[src/rtl/cmp_pkg.sv]
// Shared types for the iterative compare/select unit.
// Holds the op encoding, the FSM states and the op-class helpers.
package cmp_pkg;

  typedef enum logic [2:0] {
    OP_SLT  = 3'd0,
    OP_SLTU = 3'd1,
    OP_SEQ  = 3'd2,
    OP_MIN  = 3'd3,
    OP_MINU = 3'd4,
    OP_MAX  = 3'd5,
    OP_MAXU = 3'd6,
    OP_RSV  = 3'd7
  } cmp_op_e;

  typedef enum logic [1:0] {
    ST_IDLE = 2'd0,
    ST_SCAN = 2'd1,
    ST_DONE = 2'd2
  } cmp_state_e;

  function automatic logic is_signed_op(input cmp_op_e op);
    return (op == OP_SLT) || (op == OP_MIN) || (op == OP_MAX);
  endfunction

  function automatic logic is_minmax_op(input cmp_op_e op);
    return (op == OP_MIN) || (op == OP_MINU) ||
           (op == OP_MAX) || (op == OP_MAXU);
  endfunction

endpackage

[src/rtl/iter_compare_unit_chunk_cmp.sv]
// Combinational unsigned compare of two chunk-wide slices.
// Produces less-than and equality flags.
module chunk_cmp #(
  parameter int CHUNK = 8
) (
  input  logic [CHUNK-1:0] a_i,
  input  logic [CHUNK-1:0] b_i,
  output logic             lt_o,
  output logic             eq_o
);

  assign lt_o = (a_i < b_i);
  assign eq_o = (a_i == b_i);

endmodule

[src/rtl/iter_compare_unit.sv]
// Chunk-serial compare/select unit (SLT/SLTU/SEQ/MIN/MAX).
// Scans from the MSB chunk down and stops at the first difference.
module iter_compare_unit
  import cmp_pkg::*;
#(
  parameter int WIDTH = 32,
  parameter int CHUNK = 8
) (
  input  logic             clk_i,
  input  logic             rst_i,
  input  logic             valid_i,
  output logic             ready_o,
  input  logic [2:0]       op_i,
  input  logic [WIDTH-1:0] rs1_i,
  input  logic [WIDTH-1:0] rs2_i,
  output logic             valid_o,
  input  logic             ready_i,
  output logic [WIDTH-1:0] rd_o
);

  localparam int NCHUNK = WIDTH / CHUNK;
  localparam int IW     = (NCHUNK > 1) ? $clog2(NCHUNK) : 1;

  if ((WIDTH % CHUNK != 0) || (NCHUNK < 2)) begin : g_bad_cfg
    $error("iter_compare_unit: bad WIDTH/CHUNK");
  end

  cmp_state_e       state_q, state_d;
  cmp_op_e          op_q, op_d;
  logic [WIDTH-1:0] rs1_q, rs1_d;
  logic [WIDTH-1:0] rs2_q, rs2_d;
  logic [WIDTH-1:0] a_q, a_d;
  logic [WIDTH-1:0] b_q, b_d;
  logic [IW-1:0]    idx_q, idx_d;
  logic             lt_q, lt_d;
  logic             eq_q, eq_d;
  logic             fin_q, fin_d;
  logic [WIDTH-1:0] rd_q, rd_d;

  logic [CHUNK-1:0] a_ch, b_ch;
  logic             ch_lt, ch_eq;
  logic             sgn;

  assign a_ch = a_q[int'(idx_q)*CHUNK +: CHUNK];
  assign b_ch = b_q[int'(idx_q)*CHUNK +: CHUNK];

  chunk_cmp #(
    .CHUNK (CHUNK)
  ) u_chunk_cmp (
    .a_i  (a_ch),
    .b_i  (b_ch),
    .lt_o (ch_lt),
    .eq_o (ch_eq)
  );

  function automatic logic [WIDTH-1:0] result(
    input cmp_op_e          op,
    input logic             lt,
    input logic             eq,
    input logic [WIDTH-1:0] x,
    input logic [WIDTH-1:0] y
  );
    logic [WIDTH-1:0] r;
    r = '0;
    unique case (op)
      OP_SLT, OP_SLTU: r = {{(WIDTH-1){1'b0}}, lt};
      OP_SEQ:          r = {{(WIDTH-1){1'b0}}, eq};
      OP_MIN, OP_MINU: r = lt ? x : y;
      OP_MAX, OP_MAXU: r = lt ? y : x;
      default:         r = '0;
    endcase
    return r;
  endfunction

  assign ready_o = (state_q == ST_IDLE);
  assign valid_o = (state_q == ST_DONE);
  assign rd_o    = rd_q;
  assign sgn     = is_signed_op(cmp_op_e'(op_i));

  always_comb begin
    state_d = state_q;
    op_d    = op_q;
    rs1_d   = rs1_q;
    rs2_d   = rs2_q;
    a_d     = a_q;
    b_d     = b_q;
    idx_d   = idx_q;
    lt_d    = lt_q;
    eq_d    = eq_q;
    fin_d   = fin_q;
    rd_d    = rd_q;
    unique case (state_q)
      ST_IDLE: begin
        if (valid_i) begin
          op_d  = cmp_op_e'(op_i);
          rs1_d = rs1_i;
          rs2_d = rs2_i;
          // Offset binary turns a signed compare into an unsigned one
          a_d   = rs1_i;
          b_d   = rs2_i;
          a_d[WIDTH-1] = rs1_i[WIDTH-1] ^ sgn;
          b_d[WIDTH-1] = rs2_i[WIDTH-1] ^ sgn;
          idx_d   = IW'(NCHUNK - 1);
          fin_d   = 1'b0;
          state_d = ST_SCAN;
        end
      end
      ST_SCAN: begin
        if (fin_q) begin
          rd_d    = result(op_q, lt_q, eq_q, rs1_q, rs2_q);
          fin_d   = 1'b0;
          state_d = ST_DONE;
        end else if (!ch_eq) begin
          lt_d  = ch_lt;
          eq_d  = 1'b0;
          fin_d = 1'b1;
        end else if (idx_q == '0) begin
          lt_d  = 1'b0;
          eq_d  = 1'b1;
          fin_d = 1'b1;
        end else begin
          idx_d = idx_q - 1'b1;
        end
      end
      ST_DONE: begin
        if (ready_i) state_d = ST_IDLE;
      end
      default: state_d = ST_IDLE;
    endcase
  end

  always_ff @(posedge clk_i or posedge rst_i) begin
    if (rst_i) begin
      state_q <= ST_IDLE;
      op_q    <= OP_SLT;
      rs1_q   <= '0;
      rs2_q   <= '0;
      a_q     <= '0;
      b_q     <= '0;
      idx_q   <= '0;
      lt_q    <= 1'b0;
      eq_q    <= 1'b0;
      fin_q   <= 1'b0;
      rd_q    <= '0;
    end else begin
      state_q <= state_d;
      op_q    <= op_d;
      rs1_q   <= rs1_d;
      rs2_q   <= rs2_d;
      a_q     <= a_d;
      b_q     <= b_d;
      idx_q   <= idx_d;
      lt_q    <= lt_d;
      eq_q    <= eq_d;
      fin_q   <= fin_d;
      rd_q    <= rd_d;
    end
  end

endmodule
[config.mk]
export PLATFORM = sky130hd
export DESIGN_NAME = iter_compare_unit
export DESIGN_NICKNAME = d
export VERILOG_FILES = /design/src/rtl/cmp_pkg.sv /design/src/rtl/iter_compare_unit_chunk_cmp.sv /design/src/rtl/iter_compare_unit.sv
export SDC_FILE = /design/constraint.sdc
export NUM_CORES = 1
export LEC_CHECK = 0
export BUFFER_PORTS_ARGS = -buffer_cell sky130_fd_sc_hd__clkbuf_2
export CORE_ASPECT_RATIO = 1.2
export CORE_MARGIN = 5
export CORE_UTILIZATION = 35
export CTS_CLUSTER_DIAMETER = 150
export CTS_CLUSTER_SIZE = 16
export DETAILED_ROUTE_END_ITERATION = 8
export SETUP_SLACK_MARGIN = 0.5
export SLEW_MARGIN = 20
export SYNTH_ARGS = -nofsm -noshare
export SYNTH_HDL_FRONTEND = slang
export SYNTH_SLANG_ARGS = --single-unit
[constraint.sdc]
create_clock -name clk_i -period 4.2 [get_ports clk_i]
set_input_delay 0.84 -clock clk_i [delete_from_list [all_inputs] [get_ports clk_i]]
set_output_delay 0.84 -clock clk_i [all_outputs]
set_load 0.05 [all_outputs]
==> out/qor.txt <==
FINAL LAYOUT
----------------------------------------------------------------------------------------
Synth-to-layout area growth                                                        17.3%
Number of nets in the final layout                                                   696
Ratio of cells with drive above 1 in the final layout                              24.5%
Number of diodes added for antenna fixing                                              0

SYNTHESIS
----------------------------------------------------------------------------------------
Cells after Synth                                                                    529
Number of nets produced by synthesis                                                 609
Post-synth ARST share                                                               100%
Area fraction of the dominant cell type after synthesis                            50.8%
Main synth FF type                                                          sky130_fd_sc_hd__dfrtp_1
Number of storage elements in the synthesis netlist                                  108
Average instance area after synthesis                                           10.0 µm²
EDFF count, synth                                                                      0
Top post-synthesis cells by area                                            sky130_fd_sc_hd__dfrtp_1, sky130_fd_sc_hd__nand2_1, sky130_fd_sc_hd__mux4_2
Cell variety after synth                                                              44
Synth warn                                                                             0
Dominant cell type by area after synthesis                                  sky130_fd_sc_hd__dfrtp_1
Post-synthesis cell area                                                     0.00532 mm²
Sequential fraction of the synthesis area                                          50.8%

FLOORPLANNING
----------------------------------------------------------------------------------------
Chip Height                                                                       145 µm
Number of cell rows                                                                   49
Chip width                                                                        123 µm
Die ar.                                                                       0.0178 mm²
Number of primary I/O pins                                                           105
Placeable core region                                                         0.0150 mm²
Effective utilization at floorplan                                                 35.5%

TIMING
----------------------------------------------------------------------------------------
Setup slack of the critical path after layout                                    1.34 ns
Max Slew Vio Count                                                                     0
Final setup fails                                                                      0
Hold Violations, Final                                                                 0
Final clock period utilization by the worst path                                   68.0%
Relative slew slack                                                                34.7%
Final-layout setup total negative slack                                             0 ns
Transition time at the pin with the least slew margin                           0.980 ns
RSZ-0062 raised after global routing                                               false
Maximum operating frequency                                                      350 MHz
Clock Skew                                                                    0.00331 ns
Time the worst path needs with I/O delays and setup                              2.86 ns

CLOCK NETWORK
----------------------------------------------------------------------------------------
CTS Sinks                                                                            108
Number of H-tree branching levels                                                      3
Clock tree from TritonCTS                                                            yes
Clk root buf                                                                sky130_fd_sc_hd__clkbuf_16
Clock slew seen by the registers of the worst setup and hold paths               0.07 ns
CTS buffer count                                                                       9
Max Buffers Root-to-Sink                                                               2
Worst skew pair latency                                                          0.34 ns
Total of cells resized after clock tree synthesis                                      0
Setup bufs post-CTS                                                                    0
CTS Hold Buffers Added                                                                 0

WORST HOLD PATH
----------------------------------------------------------------------------------------
Worst hold-check path type                                                       reg2reg

WORST SETUP PATH
----------------------------------------------------------------------------------------
Cell breakdown of the critical path                                         mux4_2, ha_1, nand4_1, nor3_1, o31a_1, o21a_1
Critical path's top delay family                                              flip-flops
Startpoint-to-endpoint class of the critical path                                reg2reg
FF-to-FF setup slack                                                             1.34 ns
CP Launch Type                                                                 flip-flop
Data required time of the critical path                                          4.48 ns
Count of buffering cells on the critical path with inverters included                  0
Highest net fanout along the worst path                                               19
Largest stage delay on the critical path                                         0.98 ns
Critical Path End Type                                                         flip-flop
Data arrival time at the worst-slack endpoint                                    3.14 ns
Slowest cell on crit path                                                   sky130_fd_sc_hd__dfrtp_1

DETAILED ROUTING
----------------------------------------------------------------------------------------
Residual DRC count                                                                     0
Number of search-and-repair iterations in the first detailed-routing pass              4
Residual antenna-violating net count after detailed routing                            0
Initial DRC count                                                                    313
Total detailed-routing wirelength                                               14600 µm
Routed wire per std cell                                                         17.8 µm
Overall via count from detail_route                                                 4088
Mean number of vias per cell                                                        4.96

JOB
----------------------------------------------------------------------------------------
Maxcap violations                                                                      0

PWR
----------------------------------------------------------------------------------------
Final Total Pwr                                                                  4.91 mW
Largest vdd supply drop                                                         0.317 mV
Total leakage power                                                              3.27 nW
P per Cell Area                                                               788 mW/mm²

GLOBAL ROUTING
----------------------------------------------------------------------------------------
Global-route congestion overflow total                                                 0
Wire length of the first global-routing pass                                    23200 µm
Largest net degree at the start of global routing                                     63
Global routing usage summed across all routing layers                              16.9%
Antenna violations before repair                                                       0
Vias in the first global route                                                      4295

PLACED DESIGN
----------------------------------------------------------------------------------------
GP Congestion                                                                      0.885
DP Wirelength                                                                   10800 µm
Port buffer count                                                                    104
Worst slack at placement                                                         1.35 ns

STATUS
----------------------------------------------------------------------------------------
Status                                                                         completed

metrics by stage:
stage / area [µm²] / cells / hold slack (ns) / util (%)
floorplan: 5320 / 529 / 0.444 / -
global placement: 5950 / 809 / 0.461 / 39.8
detailed placement: 5950 / 809 / 0.474 / 39.8
CTS: 6230 / 825 / 0.491 / 41.7
global route: 6230 / 825 / 0.532 / 41.7
finish: 6230 / 825 / 0.486 / 41.7
worst paths after layout:
path,start,endpoint,cells past startpoint
max,idx_q[0]$_DFFE_PP0P_,idx_q[1]$_DFFE_PP0P_,6
min,rs1_q[31]$_DFFE_PP0P_,rs1_q[31]$_DFFE_PP0P_,2
max reg2reg,idx_q[0]$_DFFE_PP0P_,idx_q[1]$_DFFE_PP0P_,6
min reg2reg,rs1_q[31]$_DFFE_PP0P_,rs1_q[31]$_DFFE_PP0P_,2
max in group asynchronous,rst_i,rs2_q[10]$_DFFE_PP0P_,3
min in group asynchronous,rst_i,rd_o[30]$_DFFE_PP0P_,2
placed cells by master, fill, tap and decap left out, types with 3 or more instances in the layout:
cell,instances
sky130_fd_sc_hd__and2b_1,12
sky130_fd_sc_hd__mux2i_1,10
sky130_fd_sc_hd__xor2_1,5
sky130_fd_sc_hd__nand4_1,3
sky130_fd_sc_hd__o22ai_1,5
sky130_fd_sc_hd__clkbuf_16,9
sky130_fd_sc_hd__o21a_1,3
sky130_fd_sc_hd__nor3_1,3
sky130_fd_sc_hd__a221o_1,26
sky130_fd_sc_hd__dfrtp_1,108
sky130_fd_sc_hd__a22o_1,5
sky130_fd_sc_hd__buf_4,4
sky130_fd_sc_hd__o21ai_0,8
sky130_fd_sc_hd__clkbuf_2,104
sky130_fd_sc_hd__nor2b_1,19
sky130_fd_sc_hd__and3b_1,4
sky130_fd_sc_hd__mux4_2,16
sky130_fd_sc_hd__nand2_1,206
sky130_fd_sc_hd__ha_1,9
sky130_fd_sc_hd__clkinv_2,3
sky130_fd_sc_hd__nor2_1,3
sky130_fd_sc_hd__inv_1,14
sky130_fd_sc_hd__a21oi_1,6
synthesized netlist by cell type (all sizes together) (2+ instances only):
master,n
nor3b,4
xor2,5
and2b,13
inv,15
nor2b,19
o22ai,5
mux4,16
nand2b,2
and3b,4
and2,2
o31ai,2
nand2,207
clkbuf,12
dfrtp,108
o31a,2
a221o,26
o21a,3
mux2i,10
nor3,3
nand3,2
nand4,3
a22o,5
o21ai,10
buf,21
ha,9
nor2,3
a21oi,9
worst min-delay path, delay by kind of cell (launching register included):
kind / cells / cell delay, ns
and+or+nand+nor: 2 / 0.11
DFF: 1 / 0.35
metal layers:
metal | vias up | GRT usage [%] | wire, µm | share of wire [%]
met1 | 1996 | 22.6 | 6510 | 44
met2 | 108 | 27.7 | 7180 | 49
met3 | 16 | 2.61 | 653 | 4.5
met5 | - | 0 | 0 | 0
met4 | 0 | 5.88 | 304 | 2.1
li1 | 1968 | - | - | -
registers in the layout, indices dropped and copies added, names as in the netlist:
signal and count:
rd_o 32, rs1_q 32, rs2_q 32, op_q 3, idx_q 2, state_q 2
a_q 1, b_q 1, eq_q 1, fin_q 1, lt_q 1
logic make-up (layout without fill, tap and decap cells):
| kind of cell | count (synthesis) | in the layout | share of synthesized area (%) |
|---|---|---|---|
| buf+inv | 48 | 140 | 4.78 |
| simple gates | 264 | 264 | 22.0 |
| flops | 108 | 108 | 50.8 |
| xor+xnor | 5 | 5 | 0.824 |
| compound gates | 69 | 69 | 10.8 |
| mux | 26 | 26 | 8.66 |
| fa+ha+maj | 9 | 9 | 2.12 |
final cells by class:
type,count,area (µm²)
multi-input cells,373,2370
well taps,204,255
flip-flops and latches,108,2700
clock buffers,12,256
repair buffers,109,571
fillers,1524,8730
clock inverters,4,23.8
inverters,15,58.8
where the power goes:
part           leakage [nW]  switching (mW)  internal, mW  total, mW
Sequential             1.36           0.551          1.49       2.04
Clock                 0.142           0.373         0.433      0.806
Combinational          1.76            1.26         0.813       2.07
Total                  3.27            2.18          2.73       4.91
Note: power is estimated with default switching activity, not from simulation.
